===== src/rtl/digit_increment_sequencer.sv =====
// digit_increment_sequencer: masked BCD increment rippled one digit per cycle through a shared adder; define SATURATE_EN to clamp at 9...9 instead of wrapping
module digit_increment_sequencer #(
  parameter int DIGITS = 6,
  parameter int IDX_W  = 3
) (
  input  logic                  clk,
  input  logic                  reset,
  input  logic                  clear,
  input  logic                  inc_req,
  input  logic [DIGITS-1:0]     inc_mask,
  output logic                  busy,
  output logic                  done,
  output logic                  req_dropped,
  output logic                  overflow,
  output logic [4*DIGITS-1:0]   digits_out
);
  typedef enum logic [1:0] {IDLE, SCAN, DONE} state_t;
  state_t state, state_nx;
  logic [4*DIGITS-1:0] work, work_nx;
  logic [DIGITS-1:0] pend;
  logic [IDX_W-1:0] idx;
  logic cy, cout, last, start;
  logic [4:0] sum;
  // shared digit adder, next working value and next state
  always_comb begin
    sum = {1'b0, work[4*idx +: 4]} + 5'(pend[idx]) + 5'(cy);
    cout = sum >= 5'd10;
    last = idx == IDX_W'(DIGITS - 1);
    start = inc_req && |inc_mask;
    work_nx = work;
    work_nx[4*idx +: 4] = cout ? 4'(sum - 5'd10) : sum[3:0];
`ifdef SATURATE_EN
    if (last && cout) work_nx = {DIGITS{4'd9}};
`endif
    state_nx = clear ? IDLE :
               state == IDLE ? (start ? SCAN : IDLE) :
               state == SCAN ? (last ? DONE : SCAN) : IDLE;
    busy = state != IDLE;
    done = state == DONE;
  end
  // state, working digits and committed result; the final digit's edge commits so done and digits_out line up
  always_ff @(posedge clk or posedge reset) begin
    if (reset) begin
      state <= IDLE;
      work <= '0;
      digits_out <= '0;
      pend <= '0;
      idx <= '0;
      cy <= 1'b0;
      overflow <= 1'b0;
      req_dropped <= 1'b0;
    end else begin
      state <= state_nx;
      req_dropped <= inc_req && busy;
      if (clear) begin
        work <= '0;
        digits_out <= '0;
        pend <= '0;
        cy <= 1'b0;
        overflow <= 1'b0;
      end else if (state == IDLE && start) begin
        pend <= inc_mask;
        idx <= '0;
        cy <= 1'b0;
      end else if (state == SCAN) begin
        work <= work_nx;
        cy <= cout;
        idx <= last ? idx : idx + 1'b1;
        if (last) begin
          digits_out <= work_nx;
          overflow <= overflow | cout;
        end
      end
    end
  end
endmodule


===== config.mk =====
export PLATFORM = sky130hd
export DESIGN_NAME = digit_increment_sequencer
export DESIGN_NICKNAME = d
export VERILOG_FILES = /design/src/rtl/digit_increment_sequencer.sv
export SDC_FILE = /design/constraint.sdc
export NUM_CORES = 1
export LEC_CHECK = 0
export ABC_CLOCK_PERIOD_IN_PS = 3800
export CAP_MARGIN = 10
export CORE_MARGIN = 1.5
export CORE_UTILIZATION = 55
export DETAILED_ROUTE_END_ITERATION = 6
export PLACE_DENSITY = 0.78
export SYNTH_ARGS = -nofsm -noshare
export SYNTH_HDL_FRONTEND = slang
export SYNTH_SLANG_ARGS = --single-unit

===== constraint.sdc =====
create_clock -name clk -period 3.8 [get_ports clk]
set_clock_uncertainty 0.05 [all_clocks]
set_input_delay 0.76 -clock clk [delete_from_list [all_inputs] [get_ports clk]]
set_output_delay 0.76 -clock clk [all_outputs]
set_load 0.005 [all_outputs]

==> results of run 1 <==
path summary, 6_finish.rpt:
kind	startpoint	endpoint	slack, ns	cells past startpoint
worst max-delay path	idx[1]	work[17]	0.17	9
worst min-delay path	digits_out[23]	digits_out[23]	0.47	2
worst max register to register	idx[1]	work[17]	0.17	9
worst min register to register	digits_out[23]	digits_out[23]	0.47	2
max in group asynchronous	reset	work[10]	2.08	3
min in group asynchronous	reset	digits_out[21]	0.87	2
final cells by class:
type / instances / area, um2
clock buffer: 12 / 165
clock inverter: 3 / 90.1
fill: 463 / 1910
inverter: 23 / 86.3
multi-input combinational: 236 / 1610
sequential: 62 / 1550
tap: 75 / 93.8
timing repair buffer: 44 / 418
registers in the layout, summed over array words and instances, names as in the netlist:
signal and flops:
cy 1, pend 6, idx 3, digits_out 24, state 2, overflow 1
req_dropped 1, work 24
worst reg2reg max path, cell delays in order (launching register included):
cell                      delay (ns)
sky130_fd_sc_hd__dfrtp_1        0.62
sky130_fd_sc_hd__mux4_2         0.39
sky130_fd_sc_hd__nand2_1        0.08
sky130_fd_sc_hd__o21ai_0        0.14
sky130_fd_sc_hd__fa_1           0.45
sky130_fd_sc_hd__ha_1           0.51
sky130_fd_sc_hd__nor2b_1        0.10
sky130_fd_sc_hd__mux2i_1        0.15
sky130_fd_sc_hd__nand4_1        0.59
sky130_fd_sc_hd__o31ai_1        0.45
per-layer routing:
| layer | part of all wire [%] | GRT usage, % | vias to the layer above |
|---|---|---|---|
| met5 | 0 | 0 | - |
| met1 | 42 | 40.5 | 1408 |
| met4 | 2.9 | 14.1 | 0 |
| met3 | 7.4 | 7.30 | 28 |
| li1 | - | - | 1315 |
| met2 | 48 | 44.3 | 141 |
placed cells by master (no fill, tap or decap), types with 4 or more instances in the layout:
cell type / synthesis / routed
sky130_fd_sc_hd__dfrtp_1: 62 / 62
sky130_fd_sc_hd__nor2_1: 40 / 40
sky130_fd_sc_hd__clkdlybuf4s50_1: 0 / 36
sky130_fd_sc_hd__nand2_1: 27 / 27
sky130_fd_sc_hd__inv_1: 23 / 22
sky130_fd_sc_hd__a21oi_1: 15 / 15
sky130_fd_sc_hd__mux2i_1: 15 / 15
sky130_fd_sc_hd__o21ai_0: 14 / 14
sky130_fd_sc_hd__o32ai_1: 12 / 12
sky130_fd_sc_hd__clkbuf_8: 0 / 12
sky130_fd_sc_hd__a22oi_1: 11 / 11
sky130_fd_sc_hd__nand3b_1: 8 / 8
sky130_fd_sc_hd__nand3_1: 7 / 7
sky130_fd_sc_hd__ha_1: 7 / 7
sky130_fd_sc_hd__buf_4: 2 / 7
sky130_fd_sc_hd__nor2b_1: 6 / 6
sky130_fd_sc_hd__a32oi_1: 6 / 6
sky130_fd_sc_hd__o21ai_1: 6 / 6
sky130_fd_sc_hd__a211oi_1: 6 / 6
sky130_fd_sc_hd__nor3_1: 5 / 5
sky130_fd_sc_hd__mux4_2: 5 / 5
sky130_fd_sc_hd__and2_1: 4 / 4
cells by family (layout without fill, tap and decap cells):
| group | Yosys count | count (layout) | synth area share, % |
|---|---|---|---|
| AOI/OAI and AO/OA | 88 | 88 | 18.8 |
| xor gates and xnor gates | 1 | 1 | 0.260 |
| adders and majority gates | 8 | 8 | 3.20 |
| buffers and inverters | 45 | 82 | 6.06 |
| DFF | 62 | 62 | 46.1 |
| muxes | 23 | 23 | 8.81 |
| and+or+nand+nor | 116 | 116 | 16.8 |
metrics by stage:
stage | hold WS (ns) | instances | area [um2] | utilization, %
2_1_floorplan | 0.431 | 343 | 3360 | -
3_3_place_gp | 0.442 | 440 | 3760 | 63.5
3_5_place_dp | 0.448 | 440 | 3760 | 63.5
4_1_cts | 0.477 | 455 | 4010 | 67.8
5_1_grt | 0.504 | 455 | 4010 | 67.8
6_report | 0.466 | 455 | 4010 | 67.8
report_power, final:
part	internal, mW	total (mW)	switching (mW)
logic	0.109	0.301	0.193
registers	0.677	0.707	0.0297
clock network	0.486	0.757	0.271
total	1.27	1.76	0.493
==> summary.md, run 1 <==
In this design, the stage delay of the slowest critical-path cell is 0.62 ns. The run gives 0 as the hold buffer count at CTS. The cell with the most instances after synthesis is sky130_fd_sc_hd__dfrtp_1. Headroom to the max-slew limit came out at 28.7%. For the number of max-slew violations in the final report, the log shows 0. Entering global routing, the biggest net connects 45 pins. In this run the remaining antenna-violating nets after routing total 0. Across all setup checks in the final design, the least slack found is 0.167 ns. The number of buffers added by the clock tree synthesis step is 9. The kind of path behind the tightest hold check was reg -> reg.

The clock edge transition at the registers on the reported setup and hold paths is 0.07 ns, and the gate count after technology mapping is 343. The logs give 1.76 mW for the total power of the final layout and 0.00660 mm2 for the full die area. The most used flip-flop cell after synthesis is sky130_fd_sc_hd__dfrtp_1. The pre-CTS setup slack is 0.271 ns, and the share of synthesized registers carrying an async set or reset is 100%. The synthesized area per cell works out to 9.81 um2. In this run the number of H-tree levels came out at 3. Counting along the longest clock path gives a buffer depth of 2. The maximum fanout along the worst path is 12, and the wire length per cell is 19.4 um. Using the TritonRoute via totals, the vias-per-cell ratio works out to 6.36. STA classifies the critical path startpoint as a flop. The area of the mapped netlist is 0.00336 mm2. The tree is rooted in a sky130_fd_sc_hd__clkbuf_8. TritonCTS built the clock tree.

The synthesized netlist contains 51 unique library cells. The overflow left after global routing was 0; the first-pass detailed-route iteration total was 5. Critical path class: reg -> reg. The tools report the number of global-route vias before repair as 2772. In the final layout, the share of cells above drive strength 1 is 9.21%.

Once the floorplan was initialized, standard cells occupied 56.8% of the core. The detailed router's first-iteration violation count is 227, and the final critical-path share of the clock period is 95.6%. The initial antenna violation count is 0, and the clock sink count is 62. sky130_fd_sc_hd__dfrtp_1 takes more of the synthesized area than any other cell. The number of maximum-capacitance constraint violations is 0. The run finished with clean final reports. The run gives 3.84 ns as the worst endpoint data arrival time.

Number of primary I/O pins: 38. The area growth from synthesis to layout is 19.3%. The master of the slowest instance on the critical path was sky130_fd_sc_hd__dfrtp_1.

For the worst-skew pair, the clock arrives at the later sink with an insertion delay of 0.36 ns. The run gives 361 as the net count after synthesis. The run gives 1.66 nW as the leakage dissipation.

The final count of hold timing violations is 0. Final setup violation count: 0. In this run the horizontal extent of the chip is 81.2 um. The number of standard-cell rows in the floorplan came out at 28. The number of enable flip-flop cells after synthesis is 0. The smallest clock period supported by the final layout is computed as 3.63 ns. The vertical die dimension is 81.2 um, and the slew at the pin closest to its max-slew limit is 1.07 ns. Yosys attributes the largest share of cell area to sky130_fd_sc_hd__dfrtp_1, sky130_fd_sc_hd__mux2i_1, sky130_fd_sc_hd__nor2_1. The tools report the wire length of the first global-routing pass as 14.1 mm. The synthesized design contains 62 register bits. Routability-driven placement finished with a final weighted congestion of 0.862.

Global routing consumed, over all layers together, 29.7% of the routing resources. The final net count is 394, and the count of cells resized by post-cts repair is 0. At the worst endpoint, the required time is 4.01 ns. The power density over the cells was 440 mW/mm2. Setup total negative slack on the finished layout was measured at 0 ns.

The worst setup path is captured at a flop. Setup repair after global routing left no endpoint under its margin. In the synthesized netlist, the cells that appear most often are sky130_fd_sc_hd__dfrtp_1, sky130_fd_sc_hd__nor2_1, sky130_fd_sc_hd__nand2_1, sky130_fd_sc_hd__inv_1. Summed over its instances, the top area cell type makes up 46.1% of the synthesized netlist area. Number of vias in the routed layout: 2892.

Timing would allow up to 0.275 GHz. The tools report the placeable core area as 0.00592 mm2. The warning count from the yosys run came out at 0.

The antenna diode instance count is 0. The final layout contains routed wiring with a total length of 8.82 mm. In the routed design, unresolved DRC markers number 0. Across the VDD grid, the largest voltage drop is 0.258 mV. The number of buffers and inverters on the critical path is 0. In this design, the largest share of critical-path delay is due to adder cells. Traced cell by cell, the critical path runs through mux4_2, nand2_1, o21ai_0, fa_1, ha_1, nor2b_1, mux2i_1, nand4_1, o31ai_1. The placed wire-length estimate after detailed placement came out at 6.06 mm. Setup fix buffers added after clock tree synthesis: 0. The count of port buffers added during placement is 37.

The register area share after synthesis came out at 46.1%.
(Power assumes the default switching activity.)
==> run 2: changes to the inputs <==
ABC_CLOCK_PERIOD_IN_PS = 3950   (was 3800)
SLEW_MARGIN = 20   (was default)
TNS_END_PERCENT = 30   (was default)
clock period = 3.95 ns   (was 3.8 ns; I/O delays follow)
==> summary.md, run 2 (same netlist as run 1, synthesis figures left out) <==
The number of vias in the routed layout is 2917 (+0.86%). The initial standard-cell utilization of the core came out at 56.8% (unchanged). The logs give 0 (unchanged) for the setup fix buffers added after clock tree synthesis and 33.7% (-9.2 points) for the clock network power share. The sum of negative setup slack is 0 ns (unchanged). Power density over the cells: 372 mW/mm2 (-15%).

Number of standard-cell rows in the floorplan: 28 (unchanged). The largest registers in the layout are digits_out: 24 flops, work: 24 flops, pend: 6 flops. The post-route minimum period works out to 3.60 ns (-0.0318 ns).

The final count of hold timing violations was 0 (unchanged); the maximum clock path buffer count was 2 (unchanged). The detailed router's first-iteration violation count is 245 (+7.9%). The final net count was 394 (unchanged).

The count of antenna-violating nets left after detailed routing was 0 (unchanged). The tools report the leakage dissipation as 1.62 nW (-2.6%). The clock edge transition at the registers on the reported setup and hold paths works out to 0.07 ns (about the same). The logs give 0.984 mW (-23%) for the internal portion of total power and 3 (unchanged) for the depth of the CTS H-tree. The tools report the overflow left after global routing as 0 (unchanged). Compared with the post-synthesis result, the final layout area differs by 16.9%.

The final critical-path share of the clock period is 91.2% (-4.4 points), and the share of layout cells above drive strength 1 is 9.45% (+0.24 points). The switching power share of the total was 32.8% (+4.8 points). Leaving out fill and tap cells, the most frequent cell in the layout is sky130_fd_sc_hd__dfrtp_1.

The final routed wirelength across all metal layers came out at 8.69 mm (-1.4%). The final weighted congestion in routability-driven placement is 0.852 (-1.2%), and the placeable core area is 0.00592 mm2 (unchanged). The run gives 13.8 mm (-2.3%) as the wire length of the first global-routing pass. The element type at the critical path start was a flop. TritonCTS built the clock tree. The critical path is of the reg -> reg type. In the layout the commonest cells are sky130_fd_sc_hd__dfrtp_1, sky130_fd_sc_hd__nor2_1, sky130_fd_sc_hd__clkdlybuf4s50_1.

Kind of end point of the critical path: a flop. Setup repair after global routing left no endpoint under its margin. The logs give 5 (unchanged) for the first-pass detailed-route iteration total and 0 (unchanged) for the final setup violation count.

The tools report the number of global-route vias before repair as 2779 (+0.25%). The remaining design rule violation count came out at 0 (unchanged). The placed wire-length estimate after detailed placement was 6.15 mm (+1.5%). The run gives 0.278 GHz (+0.88%) as the maximum clock frequency. The maximum fanout along the worst path came out at 12 (unchanged).

The tools report the clock sink count as 62 (unchanged). The tools report the root buffer cell as sky130_fd_sc_hd__clkbuf_8. The count of port buffers added during placement is 37 (unchanged), and the full die area is 0.00660 mm2 (unchanged). The slew at the pin closest to its max-slew limit was 1.01 ns (-0.0569 ns).

The run gives 9 (unchanged) as the number of buffers added by the clock tree synthesis step. The number of primary I/O pins is 38 (unchanged). The vertical die dimension works out to 81.2 um (unchanged). The tools report the hold buffer count at CTS as 0 (unchanged). The initial antenna violation count came out at 0 (unchanged). The number of max-slew violations in the final report came out at 0 (unchanged).

The combinational cell fraction of total power was 19.9% (+2.8 points). The antenna diode instance count came out at 0 (unchanged). Pin count of the biggest net entering global routing: 47 (+4.4%). The tools report the number of maximum-capacitance constraint violations as 0 (unchanged). The tools report the worst hold margin as 0.469 ns (+0.00315 ns).

The logs give 0 (unchanged) for the count of cells resized by post-cts repair and 46.4% (+6.3 points) for the sequential fraction of design power. The wire length per cell is 19.1 um (-1.7%). Worst-skew pair later-pin latency: 0.35 ns (about the same). Kind of path behind the tightest hold check: reg -> reg. Summed area of non-filler cells in the final layout: 0.00393 mm2 (-2.0%). For the tightest slew margin relative to the limit, the log shows 32.5% (+3.8 points). The switching power total is 0.480 mW (-2.7%), and the die extent in x is 81.2 um (unchanged). Number of vias per cell: 6.40 (+0.64%). The logs give 0.224 mV (-13%) for the worst ir drop on vdd and 28.8% (-0.82 points) for the total routing usage reported by global routing. The required time of the worst setup path was 4.14 ns (+0.13 ns); the placed instance area was 0.00376 mm2 (unchanged).

The run finished with clean final reports. The worst endpoint data arrival time was 3.79 ns (-0.05 ns).
[run 2: cell count changes in the layout (fill, tap and decap cells not counted), sizes merged]
cell | before | now
bufinv | 3 | 0
clkinv | 0 | 5
clkbuf | 12 | 9
clkinvlp | 0 | 2
[run 2: routing by layer]
layer  vias up  wire length, um  GRT usage [%]
li1       1310                -              -
met1      1438             3580           37.3
met2       142             4070           45.8
met3        27              775           6.52
met4         0              272           14.0
met5         -                0              0
[run 2: path summary, 6_finish.rpt]
| check | from | end | slack (ns) | cells after the start |
|---|---|---|---|---|
| max in group asynchronous | reset | work[11] | 2.21 | 3 |
| hold / removal | digits_out[22] | digits_out[22] | 0.47 | 2 |
| min in group asynchronous | reset | work[4] | 0.92 | 2 |
| hold reg to reg | digits_out[22] | digits_out[22] | 0.47 | 2 |
| setup / recovery | idx[0] | work[17] | 0.35 | 9 |
| setup reg to reg | idx[0] | work[17] | 0.35 | 9 |
[run 2: power groups by stage]
| stage | Clock [mW] | Combinational, mW | Sequential, mW |
|---|---|---|---|
| floorplan | 0 | 0.231 | 0.674 |
| global placement | 0 | 0.278 | 0.689 |
| detailed placement | 0 | 0.285 | 0.690 |
| CTS | 0.494 | 0.287 | 0.678 |
| global route | 0.521 | 0.317 | 0.682 |
| finish | 0.494 | 0.291 | 0.679 |
[run 2: critical path, stage by stage (launching register included)]
cell and delay (ns):
sky130_fd_sc_hd__dfrtp_1 0.44, sky130_fd_sc_hd__mux4_2 0.51, sky130_fd_sc_hd__nand2_1 0.08, sky130_fd_sc_hd__o21ai_0 0.11, sky130_fd_sc_hd__fa_1 0.45, sky130_fd_sc_hd__ha_1 0.50, sky130_fd_sc_hd__nor2b_1 0.11, sky130_fd_sc_hd__mux2i_1 0.16
sky130_fd_sc_hd__nand4_1 0.62, sky130_fd_sc_hd__o31ai_1 0.45
[run 2: stage by stage]
stage               utilization, %  instances  worst slack [ns]  power, mW
floorplan                        -        343             0.831      0.905
global placement              63.5        440             0.525      0.967
detailed placement            63.5        440             0.402      0.975
CTS                           66.4        456             0.378       1.46
global route                  66.4        456             0.109       1.52
finish                        66.4        456             0.349       1.46
[run 2: layout make-up]
type                            instances  area (um2)
Clock buffer                            9         124
Clock inverter                          7        51.3
Fill cell                             480        1990
Inverter                               23        86.3
Multi-Input combinational cell        236        1610
Sequential cell                        62        1550
Tap cell                               75        93.8
Timing Repair Buffer                   44         418
==> run 3: changes to the inputs <==
CORE_MARGIN = 4   (was 1.5)
HOLD_SLACK_MARGIN = 0.15   (was default)
==> summary.md, run 3 (same netlist as run 1, synthesis figures left out) <==
The run gives 0 (unchanged) as the number of max-slew violations in the final report. The switching power share of the total was 29.5% (-3.3 points). The logs give 38 (unchanged) for the number of primary I/O pins and 0.915 (+7.5%) for the final weighted congestion in routability-driven placement.

The placeable core area is 0.00592 mm2 (unchanged), and the worst hold margin is 0.455 ns (-0.0142 ns). The tools report the worst-skew pair later-pin latency as 0.34 ns (about the same). The tools report the number of filler instances in the final layout as 462 (-3.8%). Clock network power share: 35.3% (+1.6 points). For the final routed wirelength across all metal layers, the log shows 8.13 mm (-6.5%).

The required time of the worst setup path is 4.05 ns (-0.09 ns). CTS placed an instance of sky130_fd_sc_hd__clkbuf_8 at the clock tree root. Switching power total: 0.441 mW (-8.1%).

The final setup violation count was 0 (unchanged); the count of port buffers added during placement was 37 (unchanged). The maximum fanout along the worst path was 12 (unchanged); the leakage dissipation was 1.63 nW (+0.67%). Compared with the post-synthesis result, the final layout area differs by 17.2%.

The run gives 0 ns (unchanged) as the sum of negative setup slack. The tightest min-delay check is of the reg -> reg type. The run gives 5 (unchanged) as the first-pass detailed-route iteration total. The run finished with clean final reports. The tools report the worst ir drop on vdd as 0.214 mV (-4.6%). The tools report the total power of the final layout as 1.50 mW (+2.2%). The combinational cell fraction of total power came out at 19.3% (-0.6 points). The tools report the remaining design rule violation count as 0 (unchanged). The worst setup path is of the reg -> reg kind. The setup fix buffers added after clock tree synthesis was 0 (unchanged); the final cell utilization of the core was 66.6% (+0.15 points). The hold buffer count at CTS is 0 (unchanged). Maximum clock frequency: 0.270 GHz (-2.9%). The worst endpoint data arrival time was 3.81 ns (+0.02 ns); the wire length of the first global-routing pass was 13.9 mm (+0.46%). TritonCTS built the clock tree.

The number of maximum-capacitance constraint violations was 0 (unchanged). The number of buffers added by the clock tree synthesis step was 9 (unchanged); the maximum clock path buffer count was 2 (unchanged). The tools report the kind of end point of the critical path as a flop.

Pin count of the biggest net entering global routing: 32 (-32%). The area used by multi-input combinational logic was 0.00161 mm2 (unchanged); the total routing usage reported by global routing was 24.0% (-4.8 points). For the clock sink count, the log shows 62 (unchanged). The slew at the pin closest to its max-slew limit was 1.17 ns (+0.165 ns); the wire length per cell was 17.9 um (-6.1%).

The top cell types in the final layout, fill and taps aside, are sky130_fd_sc_hd__dfrtp_1, sky130_fd_sc_hd__nor2_1, sky130_fd_sc_hd__clkdlybuf4s50_1. The sequential cell area in the final layout was 0.00155 mm2 (unchanged); the count of antenna-violating nets left after detailed routing was 0 (unchanged). Leaving out fill and tap cells, the most frequent cell in the layout is sky130_fd_sc_hd__dfrtp_1. The final count of hold timing violations is 0 (unchanged). The internal portion of total power is 1.06 mW (+7.3%). The number of non-filler instances in the completed layout came out at 454 (-0.44%).

The largest registers in the layout are digits_out: 24 flops, work: 24 flops, pend: 6 flops. The sequential fraction of design power is 45.4% (-1.0 points), and the vertical die dimension is 86.2 um (+6.2%). For the count of cells resized by post-cts repair, the log shows 0 (unchanged). The number of vias in the routed layout was 2818 (-3.4%). Setup repair after global routing left no endpoint under its margin. Final critical-path share of the clock period: 93.8% (+2.7 points).

The die extent in x is 86.2 um (+6.2%). STA classifies the critical path startpoint as a flop. For the initial standard-cell utilization of the core, the log shows 56.8% (unchanged). The share of layout cells above drive strength 1 came out at 8.71% (-0.74 points). The clock edge transition at the registers on the reported setup and hold paths was 0.06 ns (about the same); the antenna diode instance count was 0 (unchanged).

The placed wire-length estimate after detailed placement is 5.82 mm (-5.4%). The run gives 441 (+0.23%) as the number of placed instances with taps included. The detailed router's first-iteration violation count came out at 217 (-11%).

The full die area is 0.00743 mm2 (+13%), and the power density over the cells is 379 mW/mm2 (+2.0%). The number of global-route vias before repair was 2756 (-0.83%); the post-route minimum period was 3.71 ns (+0.106 ns). The number of vias per cell works out to 6.21 (-3.0%). The logs give 0 (unchanged) for the initial antenna violation count and 395 (+0.25%) for the final net count. For the overflow left after global routing, the log shows 0 (unchanged).

Number of standard-cell rows in the floorplan: 28 (unchanged). The tightest slew margin relative to the limit was 21.8% (-11 points); the depth of the CTS H-tree was 3 (unchanged).
## run 3: power groups by stage
stage	Sequential [mW]	Combinational [mW]	Clock [mW]
final	0.679	0.289	0.528
after global placement	0.688	0.278	0
after detailed placement	0.690	0.282	0
after CTS	0.678	0.284	0.536
after floorplan	0.674	0.231	0
after global routing	0.682	0.319	0.562
## run 3: layer usage
metal / track usage, % / wire, um / vias to the layer above / share of wire, %
met3: 4.66 / 549 / 18 / 6.8
met1: 34.5 / 3680 / 1372 / 45
met4: 9.35 / 190 / 0 / 2.3
met2: 36.2 / 3710 / 110 / 46
li1: - / - / 1318 / -
met5: 0 / 0 / - / 0
## run 3: final cells by class
| cell class | count | area share, % |
|---|---|---|
| well taps | 75 | 2.38 |
| flip-flops and latches | 62 | 39.4 |
| inverters | 23 | 2.19 |
| multi-input cells | 236 | 40.8 |
| clock inverters | 2 | 0.889 |
| repair buffers | 45 | 10.8 |
| clock buffers | 11 | 3.59 |
## run 3: path summary, 6_finish.rpt
path | slack, ns | startpoint | depth (start not counted) | to
worst max-delay path | 0.24 | idx[0] | 9 | digits_out[6]
worst min-delay path | 0.45 | digits_out[23] | 2 | digits_out[23]
worst max register to register | 0.24 | idx[0] | 9 | digits_out[6]
worst min register to register | 0.45 | digits_out[23] | 2 | digits_out[23]
max in group asynchronous | 2.38 | reset | 3 | work[19]
min in group asynchronous | 0.76 | reset | 2 | pend[1]
## run 3: worst max-delay path: stages (launching register included)
cell	delay (ns)
sky130_fd_sc_hd__dfrtp_1	0.44
sky130_fd_sc_hd__mux4_2	0.52
sky130_fd_sc_hd__nand2_1	0.07
sky130_fd_sc_hd__o21ai_0	0.11
sky130_fd_sc_hd__fa_1	0.46
sky130_fd_sc_hd__ha_1	0.44
sky130_fd_sc_hd__nor2_1	0.15
sky130_fd_sc_hd__a21oi_1	0.08
sky130_fd_sc_hd__o2bb2ai_1	0.93
sky130_fd_sc_hd__o21ai_0	0.28
## run 3: stage by stage
stage / area, um2 / setup WS (ns)
4_1_cts: 3940 / 0.328
3_3_place_gp: 3770 / 0.467
3_5_place_dp: 3770 / 0.345
5_1_grt: 3940 / 0.112
6_report: 3940 / 0.243
2_1_floorplan: 3360 / 0.831
